<file path="config.mk">
export PLATFORM = sky130hd
export DESIGN_NAME = shift_sequencer
export DESIGN_NICKNAME = d
export VERILOG_FILES = /design/src/rtl/shift_sequencer_pkg.sv /design/src/rtl/shift_sequencer_cmd_fifo.sv /design/src/rtl/shift_sequencer.sv
export SDC_FILE = /design/constraint.sdc
export NUM_CORES = 1
export LEC_CHECK = 0
export ABC_AREA = 1
export CORE_MARGIN = 3
export CORE_UTILIZATION = 30
export DETAILED_ROUTE_END_ITERATION = 8
export SYNTH_ARGS = -nofsm -noshare
export SYNTH_HDL_FRONTEND = slang
export SYNTH_SLANG_ARGS = --single-unit
</file>
<file path="constraint.sdc">
create_clock -name clk_i -period 1.79 [get_ports clk_i]
set_input_delay 0.179 -clock clk_i [delete_from_list [all_inputs] [get_ports clk_i]]
set_output_delay 0.179 -clock clk_i [all_outputs]
set_load 0.03 [all_outputs]
</file>
<file path="src/rtl/shift_sequencer_pkg.sv">
// Shared defaults, FSM state encoding and command-entry layout for the shift sequencer.
package shift_seq_pkg;

  localparam int DEF_WIDTH = 8;
  localparam int DEF_DEPTH = 4;
  localparam int DEF_CNT_W = 4;

  typedef enum logic [1:0] {
    IDLE = 2'd0,
    LD   = 2'd1,
    SH   = 2'd2,
    DN   = 2'd3
  } state_e;

  // Field order of one queued command, most significant field first.
  typedef struct packed {
    logic [DEF_WIDTH-1:0] data;
    logic                 dir;
    logic                 fill;
    logic [DEF_CNT_W-1:0] cnt;
  } cmd_entry_t;

  localparam int ENTRY_W = $bits(cmd_entry_t);

endpackage

</file>
<file path="src/rtl/shift_sequencer_cmd_fifo.sv">
// Synchronous command FIFO with full/empty flags and an occupancy count.
module cmd_fifo #(
  parameter int DW    = 14,
  parameter int DEPTH = 4
) (
  input  logic                   clk_i,
  input  logic                   rst_i,
  input  logic                   push_i,
  input  logic                   pop_i,
  input  logic [DW-1:0]          wdata_i,
  output logic [DW-1:0]          rdata_o,
  output logic                   full_o,
  output logic                   empty_o,
  output logic [$clog2(DEPTH):0] level_o
);

  localparam int AW = $clog2(DEPTH);
  localparam logic [AW:0] FULL_LVL = (AW + 1)'(DEPTH);

  logic [DW-1:0] mem_q [DEPTH];
  logic [AW-1:0] wr_ptr_q;
  logic [AW-1:0] rd_ptr_q;
  logic [AW:0]   level_q;
  logic          wr_en;
  logic          rd_en;

  assign full_o  = (level_q == FULL_LVL);
  assign empty_o = (level_q == '0);
  assign level_o = level_q;
  assign rdata_o = mem_q[rd_ptr_q];
  assign wr_en   = push_i && !full_o;
  assign rd_en   = pop_i && !empty_o;

  // Pointers wrap naturally because DEPTH is a power of two.
  always_ff @(posedge clk_i) begin
    if (rst_i) begin
      wr_ptr_q <= '0;
      rd_ptr_q <= '0;
      level_q  <= '0;
    end else begin
      if (wr_en) wr_ptr_q <= wr_ptr_q + 1'b1;
      if (rd_en) rd_ptr_q <= rd_ptr_q + 1'b1;
      case ({wr_en, rd_en})
        2'b10:   level_q <= level_q + 1'b1;
        2'b01:   level_q <= level_q - 1'b1;
        default: level_q <= level_q;
      endcase
    end
  end

  always_ff @(posedge clk_i) begin
    if (wr_en) mem_q[wr_ptr_q] <= wdata_i;
  end

endmodule

</file>
<file path="src/rtl/shift_sequencer.sv">
// Queues shift commands and sequences load/shift/done strobes for a downstream shift register.
module shift_sequencer
  import shift_seq_pkg::*;
#(
  parameter int WIDTH = DEF_WIDTH,
  parameter int DEPTH = DEF_DEPTH,
  parameter int CNT_W = DEF_CNT_W
) (
  input  logic                   clk_i,
  input  logic                   rst_i,
  input  logic                   cmd_valid_i,
  output logic                   cmd_ready_o,
  input  logic [WIDTH-1:0]       cmd_data_i,
  input  logic                   cmd_dir_i,
  input  logic                   cmd_fill_i,
  input  logic [CNT_W-1:0]       cmd_cnt_i,
  output logic                   load_o,
  output logic                   shift_o,
  output logic                   dir_o,
  output logic                   ser_in_o,
  output logic [WIDTH-1:0]       data_o,
  output logic                   busy_o,
  output logic                   done_o,
  output logic [$clog2(DEPTH):0] level_o
);

  // Same field order as cmd_entry_t, sized by this instance's parameters.
  typedef struct packed {
    logic [WIDTH-1:0] data;
    logic             dir;
    logic             fill;
    logic [CNT_W-1:0] cnt;
  } entry_t;

  entry_t           wr_entry;
  entry_t           rd_entry;
  logic             fifo_full;
  logic             fifo_empty;
  logic             push;
  logic             pop;

  state_e           state_q;
  logic             load_q;
  logic             shift_q;
  logic             done_q;
  logic             busy_q;
  logic             dir_q;
  logic             ser_q;
  logic [WIDTH-1:0] data_q;
  logic [CNT_W-1:0] cnt_q;

  assign wr_entry    = {cmd_data_i, cmd_dir_i, cmd_fill_i, cmd_cnt_i};
  assign push        = cmd_valid_i && !fifo_full;
  assign pop         = ((state_q == IDLE) || (state_q == DN)) && !fifo_empty;
  assign cmd_ready_o = !fifo_full;

  cmd_fifo #(
    .DW    ($bits(entry_t)),
    .DEPTH (DEPTH)
  ) u_cmd_fifo (
    .clk_i   (clk_i),
    .rst_i   (rst_i),
    .push_i  (push),
    .pop_i   (pop),
    .wdata_i (wr_entry),
    .rdata_o (rd_entry),
    .full_o  (fifo_full),
    .empty_o (fifo_empty),
    .level_o (level_o)
  );

  // Strobes are set alongside the transition into the state they belong to.
  always_ff @(posedge clk_i) begin
    if (rst_i) begin
      state_q <= IDLE;
      load_q  <= 1'b0;
      shift_q <= 1'b0;
      done_q  <= 1'b0;
      busy_q  <= 1'b0;
      dir_q   <= 1'b0;
      ser_q   <= 1'b0;
      data_q  <= '0;
      cnt_q   <= '0;
    end else begin
      load_q  <= 1'b0;
      shift_q <= 1'b0;
      done_q  <= 1'b0;
      case (state_q)
        IDLE, DN: begin
          if (!fifo_empty) begin
            data_q  <= rd_entry.data;
            dir_q   <= rd_entry.dir;
            ser_q   <= rd_entry.fill;
            cnt_q   <= rd_entry.cnt;
            state_q <= LD;
            load_q  <= 1'b1;
            busy_q  <= 1'b1;
          end else begin
            state_q <= IDLE;
            busy_q  <= 1'b0;
          end
        end
        LD: begin
          if (cnt_q != '0) begin
            state_q <= SH;
            shift_q <= 1'b1;
          end else begin
            state_q <= DN;
            done_q  <= 1'b1;
          end
        end
        SH: begin
          cnt_q <= cnt_q - 1'b1;
          if (cnt_q == CNT_W'(1)) begin
            state_q <= DN;
            done_q  <= 1'b1;
          end else begin
            shift_q <= 1'b1;
          end
        end
        default: state_q <= IDLE;
      endcase
    end
  end

  assign load_o   = load_q;
  assign shift_o  = shift_q;
  assign done_o   = done_q;
  assign busy_o   = busy_q;
  assign dir_o    = dir_q;
  assign ser_in_o = ser_q;
  assign data_o   = data_q;

endmodule

</file>
# Word-level counts from Yosys, hierarchy flattened
# Memory sizes are Yosys's and may differ from the RTL's. A register that Yosys moved wholly into a read port is not among the register bits.
# Index checks and enable logic that the tools add are counted.
word_totals:
  register_bits: 27
  ramBits: 56
  inputBits: 17
  out_inout_bits: 18
  word_cells: 63
  n_memories: 1
classes:
  addsub: 5
  n_eq_ne: 9
  n_mux: 18
  bitwise_logic: 2
  reduce_logical: 16
memory_table:
  columns: ["name", "words", "word_bits", "read_ports", "rd_clocked_by_memory_dff", "write_ports", "line_no", "text"]
  rows:
  - ["u_cmd_fifo.mem_q", 4, 14, 1, 1, 1, "shift_sequencer_cmd_fifo.sv:20", "logic [DW-1:0] mem_q [DEPTH];"]
ops:
  columns: ["cell", "count"]
  rows:
  - ["1-bit 2-to-1 mux", 9]
  - ["4-bit one-hot mux with 2 select lines", 1]
  - ["2-bit == test, second input constant", 3]
  - ["2-bit 2-to-1 mux", 3]
  - ["2-bit one-hot mux with 3 select lines", 1]
  - ["3-bit one-hot mux with 2 select lines", 1]
  - ["2-bit by 1-bit adder with 2-bit output, second input constant", 2]
  - ["2-bit by 1-bit == test with 1-bit output, second input constant", 2]
  - ["4-bit by 1-bit == test with 1-bit output, second input constant", 1]
  - ["1-bit logical AND", 4]
  - ["4-bit 2-to-1 mux", 1]
  - ["2-bit inequality test, second input constant", 2]
  - ["1-bit one-hot mux with 2 select lines", 2]
  - ["2-bit AND reduction", 2]
  - ["2-bit nonzero test", 2]
  - ["4-bit nonzero test", 1]
  - ["2-bit OR reduction", 2]
  - ["4-bit by 1-bit subtractor with 4-bit output, second input constant", 1]
  - ["3-bit by 1-bit adder with 3-bit output, second input constant", 1]
  - ["3-bit == test, second input constant", 1]
  - ["3-bit logical NOT", 1]
  - ["3-bit by 1-bit subtractor with 3-bit output, second input constant", 1]
  - ["1-bit logical NOT", 2]
  - ["2-bit logical NOT", 1]
  - ["other kinds (2)", 3]

# Depth between registers and ports, before layout
depth:
  ltp_word: 6
  ltp_mapped: 12
  mapped_depth_nobuf: 12

# Cells and area by module
# A second synthesis with hierarchy kept.
unflattened:
  hier_cells: 324
  area_unflattened_um2: 3552.2
by_module_without_submodules:
  columns: ["mod", "instances", "cells_each", "area_each_um2"]
  rows:
  - ["cmd_fifo", 1, 205, 2677.6]
  - ["shift_sequencer", 1, 119, 874.6]

# Least setup slack after synthesis
# OpenSTA, ideal clock, no wires.
synth_timing:
  path_kind: "register to register"
  start: "register u_cmd_fifo.level_q[0], in the netlist u_cmd_fifo.level_o[0]"
  end: "memory u_cmd_fifo.mem_q[0][0], enable pin"
  setup_time_ps: 385
  t_arrival_ps: 1693
  required_time_ps: 1405
  path_slack_ps: -288
  path_stages_with_launch: 6
  path_buffers: 1
  synth_period_minus_slack_ps: 2078
  path_cell_list: "dfxtp_1 > nor2_4 > nand2_2 > nand2_2 > buf_6 > nor2_1"
synth_between:
  elab_chain_len: 6
synth_rtl:
  columns: ["item", "line_no", "text"]
  rows:
  - ["start: declaration", "shift_sequencer_cmd_fifo.sv:23", "logic [AW:0] level_q;"]
  - ["start signal: assignment", "shift_sequencer_cmd_fifo.sv:44", "2'b10: level_q <= level_q + 1'b1;"]
  - ["start signal: assignment", "shift_sequencer_cmd_fifo.sv:45", "2'b01: level_q <= level_q - 1'b1;"]
  - ["start signal: assignment", "shift_sequencer_cmd_fifo.sv:46", "default: level_q <= level_q;"]
  - ["3-bit == test (*)", "shift_sequencer_cmd_fifo.sv:27", "assign full_o = (level_q == FULL_LVL);"]
  - ["1-bit logical NOT (*)", null, null]
  - ["named net cmd_ready_o", "shift_sequencer.sv:12", "output logic cmd_ready_o,"]
  - ["1-bit logical AND", "shift_sequencer.sv:53", "assign push = cmd_valid_i && !fifo_full;"]
  - ["1-bit logical AND (*)", "shift_sequencer_cmd_fifo.sv:31", "assign wr_en = push_i && !full_o;"]
  - ["1-bit 2-to-1 mux (*)", "shift_sequencer_cmd_fifo.sv:52", "if (wr_en) mem_q[wr_ptr_q] <= wdata_i;"]
  - ["1-bit 2-to-1 mux (implied by the code) (*)", "shift_sequencer_cmd_fifo.sv:52", null]
  - ["end: declaration", "shift_sequencer_cmd_fifo.sv:20", null]
# Mark *: on every way through the listed nets, which the timed path passes. The rest lies on a longest branch.

# Worst setup path in the final report
layout_timing:
  start: "register u_cmd_fifo.level_q[1], in the netlist u_cmd_fifo.level_o[1]"
  end: "output cmd_ready_o"
layout_between:
  elab_chain_len: 2
layout_rtl:
  columns: ["item", "line_no", "text"]
  rows:
  - ["3-bit == test", "shift_sequencer_cmd_fifo.sv:27", null]
  - ["1-bit logical NOT", "shift_sequencer.sv:55", "assign cmd_ready_o = !fifo_full;"]
  - ["end: declaration", "shift_sequencer.sv:12", null]
# Every way passes these cells.

==> key figures <==
Clock tree
  • Clk slew on worst S/H paths: about 70 ps
  • TritonCTS Buffers: 9
  • Clock Path Buffers: 2
  • Root buffer cell: clkbuf_16
  • Post-CTS Hold Buffers: 0
  • Clock sink count: 85
  • Setup repair bufs after CTS: 0
  • Clock latency on the worst-skew pair: 330 ps
  • CTS H-Tree Depth: 3
  • CTS tree: built

Layout
  • Fillers: 1035
  • Most common cell after layout, fill and taps aside: edfxtp_1
  • ANT cells: 0
  • Synth-to-layout area growth: 28.0%
  • Nets: 392
  • Highest-count cells in the layout ignoring fill and taps: edfxtp_1, nor2_1, clkdlybuf4s50_1
  • Final Util: roughly two fifths
  • Layout cells sized above 1: 14.3%

Timing
  • Final Critical Period: 1700 ps
  • RSZ-0062 raised after global routing: false
  • Max-slew violations: 0
  • Endpoints failing setup: 0
  • Final hold violation count: 0
  • Final TNS setup: 0 ps
  • Worst Skew: 5.81 ps
  • FMAX: 589 MHz
  • Hold WS: around 420 ps
  • Slew Limit Headroom: 73.0%
  • Worst-margin pin slew: 405 ps
  • Period Utilization, post-route: 94.9%

Synth
  • Adder-cell share of the synthesized area: about 3.9%
  • Synthesized area: approximately 3400 um^2
  • Post-synthesis compound-gate area fraction: 12.5%
  • Xor-xnor portion of the synthesized cell area: 0.256%
  • Main combinational cell family by area after synthesis: compound AO/OA/AOI/OAI gates
  • Sequential-to-total area share from yosys stat: 66.0%
  • Synth warnings: 0
  • Mux cell area share after synthesis: 0%
  • Mean post-synth cell area: 10.8 um^2
  • Synth Net Count: roughly 340
  • Yosys cell types: 26
  • Cells after Synth: around 320
  • Simple-gate share of the synthesized area: 12.3%
  • Synthesized flop and latch total: 85

GRT
  • First-pass GRT wire length: 11200 um
  • GR Overflow Total: 0
  • Pin count of the biggest net entering global routing: 28
  • Vias in the first global route: about 2300
  • Total track usage: 11.3%
  • Initial antenna violation count: 0

Drt
  • Vias: roughly 2400
  • WL final: about 6800 um
  • Per-cell routed wire length: between 10 and 15 um
  • Post-route ant nets: 0
  • Vias per cell: 4.63
  • DRC: 0
  • Initial DRC Count: a little under 80
  • Drt first pass iters: 5

Floorplanning
  • Initial core utilization: 31.2%
  • Die H: ~110 um
  • Die ar.: 12700 um^2
  • Core Region: approximately 11000 um^2
  • Ports: 35
  • Die X: 113 um
  • FP Rows: 38

Setup path
  • Crit Path Category: flip-flop to output port
  • FF-to-FF Start: state_q[0]
  • Crit. End Element: output port
  • Crit path capture: cmd_ready_o
  • Register-to-Register Path Depth: 12
  • Worst EP required: 1610 ps
  • Crit path from: u_cmd_fifo.level_o[1]
  • Crit path launch type: flip-flop
  • Crit path max fanout: 4
  • Worst path arrival time: 1520 ps
  • Setup slack, reg-to-reg: 120 ps
  • Critical R2R Capture: u_cmd_fifo.level_o[2]

Place
  • GPL Wtd Cong: 0.763
  • IO Port Bufs: 34
  • Post-DP HPWL: 4440 um

Job
  • Max-cap viol count: 0

Worst hold path
  • Hold crit path type: input pin to flip-flop
  • WHS Path Cells: 2

Outcome
  • Outcome: completed

Power and ir drop
  • Maximum VDD drop: 0.000440 V
  • Pwr/cell area: around 1600 nW/um^2
  • Leak Pwr: 1.62 nW
  • Power Total: 6.99 mW
==> repair_timing <==
action                                  4_1_cts  5_1_grt
endpoints found under the setup margin        1        4
gates resized for setup                       1        4
pin swaps                                     0        1
==> worst min-delay path by stage <==
stage                           startpoint                      to  slack (ps)
floorplan                            rst_i                  busy_o         250
global route                         rst_i                  load_o         430
CTS                                  rst_i                  load_o         410
global placement    u_cmd_fifo.rd_ptr_q[0]  u_cmd_fifo.rd_ptr_q[0]         460
detailed placement                  busy_o                  busy_o         470
finish                               rst_i                  load_o         420
==> report_power, final <==
part	internal [mW]	leakage (nW)	switching, mW	total (mW)
clock network	1.10	0.150	0.755	1.85
logic	0.958	0.716	1.52	2.47
registers	2.47	0.754	0.191	2.66
total	4.53	1.62	2.46	6.99
==> synth_stat cells <==
cell	number	area (um^2)
a21oi_4	1	16.3
dfxtp_1	29	581
nand3_2	1	10.0
buf_4	2	15.0
nor2_4	1	11.3
xor2_1	1	8.76
o22ai_1	1	6.26
nand2_2	4	25.0
nand4_1	2	12.5
inv_1	23	86.3
clkbuf_1	5	18.8
o21ai_1	19	95.1
nor2_1	59	221
buf_6	2	22.5
a21oi_1	18	90.1
ha_1	9	113
fa_1	1	20.0
a22oi_1	1	7.51
buf_2	3	15.0
nand3_1	9	45.0
inv_2	4	15.0
nand2_1	24	90.1
a31oi_1	10	62.6
nor3b_1	1	7.51
o21ai_0	30	150
edfxtp_1	56	1680
==> routing by layer <==
metal / track usage [%] / vias to the layer above / part of all wire, %
met5: 0 / - / 0
met2: 19.7 / 35 / 52
met4: 4.97 / 0 / 1.3
li1: - / 1193 / -
met3: 2.89 / 4 / 2.8
met1: 13.0 / 1131 / 44
==> flip-flops by register name (all words and copies together) (netlist names), named ones only <==
name / count
done_o: 1
dir_o: 1
ser_in_o: 1
state_q: 2
u_cmd_fifo.rd_ptr_q: 2
cnt_q: 4
u_cmd_fifo.wr_ptr_q: 2
data_o: 8
u_cmd_fifo.level_o: 3
shift_o: 1
load_o: 1
u_cmd_fifo.mem_q: 56
busy_o: 1
==> worst max-delay path, cell delays in order (launching register included) <==
cell             delay, ps
dfxtp_4                370
nor2_4                 160
nand2_2                 70
clkdlybuf4s50_1        590
==> logic make-up (layout without fill, tap and decap cells) <==
group	count (synthesis)	after routing
and+or+nand+nor	101	101
DFF	85	85
AOI/OAI and AO/OA	80	80
buffers and inverters	39	93
adders and majority gates	10	10
xor gates and xnor gates	1	1
==> area by class of cell <==
type | count | area [um^2] | share of cell area (%)
Clock buffer | 9 | 225 | 5.13
Clock inverter | 7 | 80.1 | 1.82
Inverter | 27 | 101 | 2.31
Multi-Input combinational cell | 192 | 1030 | 23.4
Sequential cell | 85 | 2270 | 51.7
Tap cell | 140 | 175 | 3.99
Timing Repair Buffer | 50 | 510 | 11.6
==> per-stage QoR <==
stage / std cells / cell area, um^2 / worst slack, ps
after CTS: 510 / 4370 / 14.0
after global routing: 510 / 4390 / 2.93
after detailed placement: 494 / 4060 / -33.8
final: 510 / 4390 / 91.9
after floorplan: 316 / 3440 / 13.6
after global placement: 494 / 4060 / 73.4
Note: power is estimated with default switching activity, not from simulation.
